**config.mk**
```make
export PLATFORM = sky130hd
export DESIGN_NAME = fetch_unit
export DESIGN_NICKNAME = d
export VERILOG_FILES = /design/src/rtl/fetch_unit.sv
export SDC_FILE = /design/constraint.sdc
export NUM_CORES = 1
export LEC_CHECK = 0
export ABC_AREA = 1
export CAP_MARGIN = 10
export CORE_MARGIN = 8
export CORE_UTILIZATION = 45
export DETAILED_ROUTE_END_ITERATION = 7
export GPL_TIMING_DRIVEN = 0
export PLACE_DENSITY = 0.79
export SETUP_SLACK_MARGIN = 0.4
export SYNTH_ARGS = -nofsm -noshare
export SYNTH_HDL_FRONTEND = slang
export SYNTH_SLANG_ARGS = --single-unit
```
**constraint.sdc**
```tcl
create_clock -name clk -period 1.25 [get_ports clk]
set_input_delay 0.375 -clock clk [delete_from_list [all_inputs] [get_ports clk]]
set_output_delay 0.375 -clock clk [all_outputs]
set_load 0.01 [all_outputs]
```
**src/rtl/fetch_unit.sv**
```systemverilog
// Instruction-fetch front end: owns the PC and tracks the one-cycle insn_mem latency.
// Delivers {insn, pc} to decode through a valid/ready output register backed by a one-entry skid buffer.
module fetch_unit #(
  parameter int                   PC_WIDTH   = 10,
  parameter int                   INSN_WIDTH = 32,
  parameter logic [PC_WIDTH-1:0]  RESET_PC   = '0,
  parameter logic [PC_WIDTH-1:0]  PC_STEP    = 4
) (
  input  logic                  clk,
  input  logic                  rst_n,
  output logic [PC_WIDTH-1:0]   pc_out,
  input  logic [INSN_WIDTH-1:0] insn_in,
  input  logic                  redirect_valid,
  input  logic [PC_WIDTH-1:0]   redirect_pc,
  output logic                  id_valid,
  input  logic                  id_ready,
  output logic [INSN_WIDTH-1:0] id_insn,
  output logic [PC_WIDTH-1:0]   id_pc
);

  typedef struct packed {
    logic [INSN_WIDTH-1:0] insn;
    logic [PC_WIDTH-1:0]   pc;
  } entry_t;

  logic [PC_WIDTH-1:0] r_pc;
  logic [PC_WIDTH-1:0] r_pend_pc;
  logic                r_pend;
  logic                r_skid_vld;
  entry_t              r_skid;
  logic                r_out_vld;
  entry_t              r_out;

  logic                w_out_free;
  logic                w_issue;
  entry_t              w_resp;

  assign w_out_free = !r_out_vld || id_ready;
  // Never launch a request whose response might have nowhere to land.
  assign w_issue    = !r_skid_vld && !(r_pend && !w_out_free);
  assign w_resp     = {insn_in, r_pend_pc};

  always_ff @(posedge clk or negedge rst_n) begin
    if (!rst_n) begin
      r_pc      <= RESET_PC;
      r_pend    <= 1'b0;
      r_pend_pc <= '0;
    end else if (redirect_valid) begin
      r_pc      <= {redirect_pc[PC_WIDTH-1:2], 2'b00};
      r_pend    <= 1'b0;
    end else if (w_issue) begin
      r_pend    <= 1'b1;
      r_pend_pc <= r_pc;
      r_pc      <= r_pc + PC_STEP;
    end else begin
      r_pend    <= 1'b0;
    end
  end

  always_ff @(posedge clk or negedge rst_n) begin
    if (!rst_n) begin
      r_skid_vld <= 1'b0;
      r_skid     <= '0;
    end else if (redirect_valid) begin
      r_skid_vld <= 1'b0;
    end else if (w_out_free) begin
      // Skid drains to the output; a concurrent response refills it.
      r_skid_vld <= r_skid_vld && r_pend;
      if (r_skid_vld && r_pend) r_skid <= w_resp;
    end else if (r_pend) begin
      r_skid_vld <= 1'b1;
      r_skid     <= w_resp;
    end
  end

  always_ff @(posedge clk or negedge rst_n) begin
    if (!rst_n) begin
      r_out_vld <= 1'b0;
      r_out     <= '0;
    end else if (redirect_valid) begin
      r_out_vld <= 1'b0;
    end else if (w_out_free) begin
      if (r_skid_vld) begin
        r_out_vld <= 1'b1;
        r_out     <= r_skid;
      end else if (r_pend) begin
        r_out_vld <= 1'b1;
        r_out     <= w_resp;
      end else begin
        r_out_vld <= 1'b0;
      end
    end
  end

  assign pc_out   = r_pc;
  assign id_valid = r_out_vld;
  assign id_insn  = r_out.insn;
  assign id_pc    = r_out.pc;

endmodule

```
==> flow_metrics.py <==
metrics = {
    "clocking": {
        "root_buffer": "clkbuf_8",
        "clkSinkCount": 99,
        "clkTransAtPathRegs_ps": 100,
        "insertion_delay_ps": 360,
        "cts_buffer_depth": 2,
        "cts_buffers": 9,
        "cts_tree": "done",
        "htree_num_levels": 3,
    },
    "yosys": {
        "synth_xor_area_frac": 0.00397,
        "ys_ff_latch": 99,
        "yosys.area_share.simple": 0.165,
        "synth.distinct_cells": 27,
        "synthAdderAreaFrac": 0.00284,
        "synth_mux_area_frac": 0,
        "synth-warning-count": 0,
        "synth_area_sq_um": 4410,
        "synth_compound_area_frac": 0.163,
        "syn_inst": 508,
        "synth-seq-area-share": 0.562,
        "synth_area_per_cell_sq_um": 8.68,
        "synth_top_family_by_area": "simple AND/OR/NAND/NOR gates",
    },
    "place": {
        "globalplace.congestion": 0.787,
        "dp_cells": 736,
        "io_buffers": 91,
        "place_area_sq_um": 5680,
        "dp_slack_ps": -437,
        "hpwl_um": 7640,
    },
    "global_route": {
        "grt_util_all_layers": 0.198,
        "overflow": 0,
        "grt_pass1_vias": 4259,
        "antenna_found_initial": 0,
        "grt_max_degree": 66,
        "grt_pass1_wl_um": 20700,
    },
    "layout": {
        "final_common_cell": "nand2_1",
        "areaGrowthSynthToFinish_pct": 60.6,
        "final_cell_mix": "96 x nand2_1, 95 x dfrtp_1, 73 x o21ai_1",
        "fin_nets": 738,
        "utilization": 0.734,
        "finalNonFillerCells": 829,
        "layout-drive-gt1-share": 0.454,
        "fill_cells": 632,
        "stdcell_area_sq_um": 7080,
        "n_antenna_cell": 0,
    },
    "routing": {
        "met1_length_um": 5500,
        "wl_met3_um": 672,
        "vias": 4208,
        "via_per_inst": 5.08,
        "finalWirelength_um": 13800,
        "drtPass1Iterations": 4,
        "drt_iter0_markers": 244,
        "post_drt_wl_per_cell_um": 16.6,
        "top_layer_used": "met4",
        "met2WireLength_um": 7310,
        "post-route-drc-count": 0,
        "ant_nets": 0,
    },
    "power": {
        "clockPowerShare": 0.206,
        "seq_power_share": 0.452,
        "p_leak_nw": 3.57,
        "power_density_nw_per_um2": 1440,
        "swShare": 0.330,
        "power_frac_comb": 0.342,
        "p_switching_w": 0.00336,
        "vdd_drop_max_mv": 0.787,
        "p_int_w": 0.00684,
    },
    "outcome": {
        "violations": "negative hold slack, negative setup slack",
        "status": "complete, but fails checks",
    },
    "sta": {
        "final.setup.worst_slack_ps": -131,
        "setup_viol": 121,
        "rsz0062_at_grt": "true",
        "fin_skew_ps": 13.8,
        "slew_viol_final": 0,
        "hold_slack_ps": -37.5,
        "finalCritPeriodShare": 1.11,
        "timing.fmax_ghz": 0.724,
        "hold_viol_final": 34,
        "fin_crit_ps": 1380,
    },
    "worst_hold_path": {
        "min_path_type": "in2async",
    },
    "worst_setup_path": {
        "regToRegSetupSlack_ps": -130,
        "cp-end-kind": "register",
        "crit_path_start": "r_skid_vld",
        "timing.rr.start": "r_skid_vld",
        "required_ps": 1490,
        "crit_type": "reg2reg",
        "crit_arrival_ps": 1620,
        "crit_path_max_incr_delay_ps": 410,
        "r2r-end": "id_insn[6]",
        "critPathMaxFanout": 10,
        "reg2reg_depth": 6,
        "worst_path_dominant_cell_family": "buffers and inverters",
        "start_kind": "register",
        "critPathBufInv": 4,
        "slowest_stage": "dfrtp_1",
        "path_cells": "inv_4, buf_4, buf_8, clkbuf_4, o21ai_0, o21ai_1",
    },
    "die": {
        "coreArea_sq_um": 9640,
        "die_y_um": 115,
        "io_pins": 99,
        "fp.dieW_um": 115,
        "core.rowCount": 36,
        "die_area_sq_um": 13200,
        "start_util": 0.457,
    },
    "run": {
        "drv_cap": 0,
    },
}
-- layout make-up --
type | instances | area [sq um] | share of cell area
flip-flops and latches | 99 | 2480 | 0.351
multi-input cells | 325 | 2070 | 0.293
repair buffers | 167 | 1530 | 0.215
plain buffers | 32 | 395 | 0.0559
inverters | 57 | 234 | 0.0331
well taps | 133 | 166 | 0.0235
clock buffers | 11 | 141 | 0.0200
clock inverters | 5 | 60.1 | 0.00848
-- Yosys cell counts --
library cell / number / share of area
xnor2_1: 1 / 0.0020
o31ai_1: 1 / 0.0017
clkbuf_1: 5 / 0.0043
nor2_4: 1 / 0.0026
xor2_1: 1 / 0.0020
ha_1: 1 / 0.0028
buf_6: 10 / 0.026
conb_1: 1 / 0.00085
nand3_2: 3 / 0.0068
a21oi_2: 1 / 0.0020
buf_4: 5 / 0.0085
inv_2: 2 / 0.0017
inv_1: 53 / 0.045
o21ai_2: 10 / 0.020
o211ai_1: 1 / 0.0017
nand3_1: 14 / 0.016
inv_4: 2 / 0.0028
dfrtp_1: 99 / 0.56
a21oi_1: 2 / 0.0023
o21a_1: 1 / 0.0017
nand4_1: 1 / 0.0014
o21ai_0: 80 / 0.091
buf_2: 9 / 0.010
nand2_1: 160 / 0.14
nor2_1: 3 / 0.0026
clkbuf_2: 3 / 0.0034
o21ai_1: 38 / 0.043
-- registers in the layout, indices dropped and copies added, names as in the netlist --
signal	cells
r_skid	40
id_insn	32
id_pc	8
pc_out	8
r_pend_pc	8
id_valid	1
r_pend	1
r_skid_vld	1
-- worst max path at each step --
| stage | to | slack [ps] | cells past startpoint |
|---|---|---|---|
| after global routing | id_insn[6] | -230 | 6 |
| after global placement | pc_out[4] | -4050 | 1 |
| after detailed placement | id_insn[30] | -440 | 9 |
| after CTS | pc_out[5] | -50 | 1 |
| after floorplan | pc_out[8] | 70 | 8 |
| final | id_insn[6] | -130 | 6 |
-- cells by family after synthesis --
group / after synthesis
AO/OA/AOI/OAI: 134
XOR/XNOR: 2
adder cells (fa/ha/maj): 1
buffers and inverters: 89
flip-flops: 99
other: 1
AND/OR/NAND/NOR: 182
-- metrics by stage --
step / setup TNS (ps) / power [W]
after global routing: -9520 / 0.0107
final: -2560 / 0.0102
after CTS: -1540 / 0.00940
after floorplan: 0 / 0.00569
after global placement: -401410 / 0.00680
after detailed placement: -39750 / 0.00693
-- what timing repair did --
action                     4_1_cts  5_1_grt
hold endpoints to repair        34       28
pin swaps                       16        8
buffers inserted                45       18
setup endpoints to repair      148      148
cloned                          14        0
gates resized for setup        327      124
-- per-layer routing --
metal | vias up | track usage
li1 | 1986 | -
met1 | 2071 | 0.227
met2 | 125 | 0.352
met3 | 26 | 0.0499
met4 | 0 | 0.0665
met5 | - | 0
-- power by group through the flow --
stage | clock network (W) | logic, W | registers, W
after floorplan | 0 | 0.00111 | 0.00458
after global placement | 0 | 0.00233 | 0.00447
after detailed placement | 0 | 0.00242 | 0.00451
after CTS | 0.00211 | 0.00286 | 0.00444
after global routing | 0.00227 | 0.00379 | 0.00468
final | 0.00210 | 0.00349 | 0.00461
No activity file was read; power rests on OpenSTA's default activity.
==> variant, RTL diff (same flow settings) <==
Change the parameter `INSN_WIDTH` from 32 to 16.
--- a/src/rtl/fetch_unit.sv
+++ b/src/rtl/fetch_unit.sv
@@ -4,3 +4,3 @@
   parameter int                   PC_WIDTH   = 10,
-  parameter int                   INSN_WIDTH = 32,
+  parameter int                   INSN_WIDTH = 16,
   parameter logic [PC_WIDTH-1:0]  RESET_PC   = '0,
Interface: changed (resized id_insn and insn_in); port bits go from 99 to 67. No check against the original RTL was run, so the function may have changed too.
==> variant against the original RTL <==
  * The run ends with setup timing left
  * Largest power group unchanged
  * Wire length decreased by 31%
  * Area after synthesis decreased by 30%
  * Count of clock-buffer cells in the layout unchanged
  * Design area decreased by 32%
  * Sequential cell count decreased by 32
  * Setup slack improved by 0.055 ns
  * Power decreased by 31%
  * Global-route usage decreased by 0.42 points
  * Core utilization decreased by 1.6 points
  * Clock skew about the same
==> variant: results (changes against the original RTL) <==
- Syn Inst Count: 362 (was 508)
- Crit path DAT: 1.59 ns (was 1.62 ns)
- Clock-pin slew on the worst setup and hold paths: 0.08 ns (was 0.10 ns)
- Vias in the first global route: 3160 (was 4259)
- Post-synth top cells: nand2_1 (144), dfrtp_1 (67), inv_1 (34) (was nand2_1 (160), dfrtp_1 (99), o21ai_0 (80))
- DPL Wire Length: 5240 um (was 7640 um)
- Max IR drop VDD: 0.763 mV (was 0.787 mV)
- Crit path capture: r_skid[17]$_DFFE_PN0P_ (was id_insn[6]$_DFFE_PN0P_)
- Latest clock arrival within the worst-skew pair: 0.36 ns (about the same)
- Sequential share of the synthesized area: 0.541 (was 0.562)
- 1st-iter DRT viols: 142 (was 244)
- Dpl ws: -0.604 ns (was -0.437 ns)
- Leakage power: 2.51 nW (was 3.57 nW)
- Fin. Hold Viols: 0 (was 34)
- Top post-synthesis cells by area: dfrtp_1 (54%), nand2_1 (17%), o211ai_1 (5.6%) (was dfrtp_1 (56%), nand2_1 (14%), o21ai_0 (9.1%))
- Fin nets: 525 (was 738)
- Total wire length: 9450 um (was 13800 um)
- Worst path slowest cell: dfrtp_1 (unchanged)
- Via density: 5.08 (about the same)
- Final Setup Violations: 69 (was 121)
- Root buffer cell: clkbuf_8 (unchanged)
- Dpl cell area: 3870 um2 (was 5680 um2)
- GRT Total Usage: 0.194 (was 0.198)
- Worst Path Max Fanout: 10 (unchanged)
- Max reg flops: 24 (was 40)
- Final std cells w/o fill: 579 (was 829)
- Netlist cell types: 27 (unchanged)
- GPL Wtd Cong: 0.777 (was 0.787)
- Port bufs: 59 (was 91)
- Setup TNS Final: -1.76 ns (was -2.56 ns)
- Status: complete, but fails checks (unchanged)
- R2R depth: 7 (was 6)
- Placed cells: 504 (was 736)
- Share of cells above drive strength 1: 0.441 (was 0.454)
- Failing checks: setup timing (was hold timing, setup timing)
- First-pass GRT wire length: 15100 um (was 20700 um)
- Diode count: 0 (unchanged)
- Initial antenna violation count: 0 (unchanged)
- CP max stage delay: 0.37 ns (was 0.41 ns)
- Reg-to-Reg Start: id_valid$_DFFE_PN0P_ (was r_skid_vld$_DFFE_PN0P_)
- Largest net degree at the start of global routing: 68 (was 66)
- Post-route clock skew: 0.0142 ns (was 0.0138 ns)
- Final hold slack: 0.00703 ns (was -0.0375 ns)
- Setup slack after layout: -0.0759 ns (was -0.131 ns)
## variant: where the power goes
part | switching [mW] | total (mW) | internal, mW
clock network | 0.846 | 1.66 | 0.814
registers | 0.369 | 3.06 | 2.69
logic | 1.10 | 2.31 | 1.22
## variant: critical path: cells and delay by family (launching register included)
kind	cells	cell delay, ns
compound gates	2	0.26
buf+inv	4	0.48
flops	1	0.37
simple gates	1	0.14
## variant: repair_timing
item,CTS,global route
setup endpoints to repair,100,107
cloned,7,0
buffers inserted,40,12
resized for setup,222,44
pin swaps,10,8
## variant: worst min-delay path by stage
stage | to | startpoint | depth (start not counted)
4_1_cts | id_insn[4]$_DFFE_PN0P_ | rst_n | 1
5_1_grt | id_insn[4]$_DFFE_PN0P_ | rst_n | 1
2_1_floorplan | id_insn[0]$_DFFE_PN0P_ | rst_n | 0
3_5_place_dp | id_insn[4]$_DFFE_PN0P_ | id_insn[4]$_DFFE_PN0P_ | 2
6_report | id_insn[5]$_DFFE_PN0P_ | rst_n | 1
3_3_place_gp | id_insn[12]$_DFFE_PN0P_ | id_insn[12]$_DFFE_PN0P_ | 2
## variant: kinds of logic (layout without fill, tap and decap cells)
logic type	after synthesis	after routing	synth area share
fa+ha+maj	1	1	0.00404
flops	67	67	0.541
compound gates	62	62	0.128
buf+inv	59	193	0.0981
other cells	1	4	0.00121
simple gates	172	172	0.227
## variant: area by class of cell
| cell class | instances | area, um2 |
|---|---|---|
| fillers | 482 | 1890 |
| flip-flops and latches | 67 | 1690 |
| multi-input cells | 239 | 1400 |
| repair buffers | 118 | 1060 |
| plain buffers | 22 | 251 |
| inverters | 37 | 154 |
| clock buffers | 11 | 151 |
| well taps | 80 | 100 |
| clock inverters | 5 | 27.5 |
## variant: routing by layer
metal / GRT usage / wire length, um / vias up
met5: 0 / 0 / -
met4: 0.0732 / 164 / 0
met3: 0.0691 / 594 / 18
met2: 0.331 / 4850 / 103
met1: 0.216 / 3840 / 1410
li1: - / - / 1411
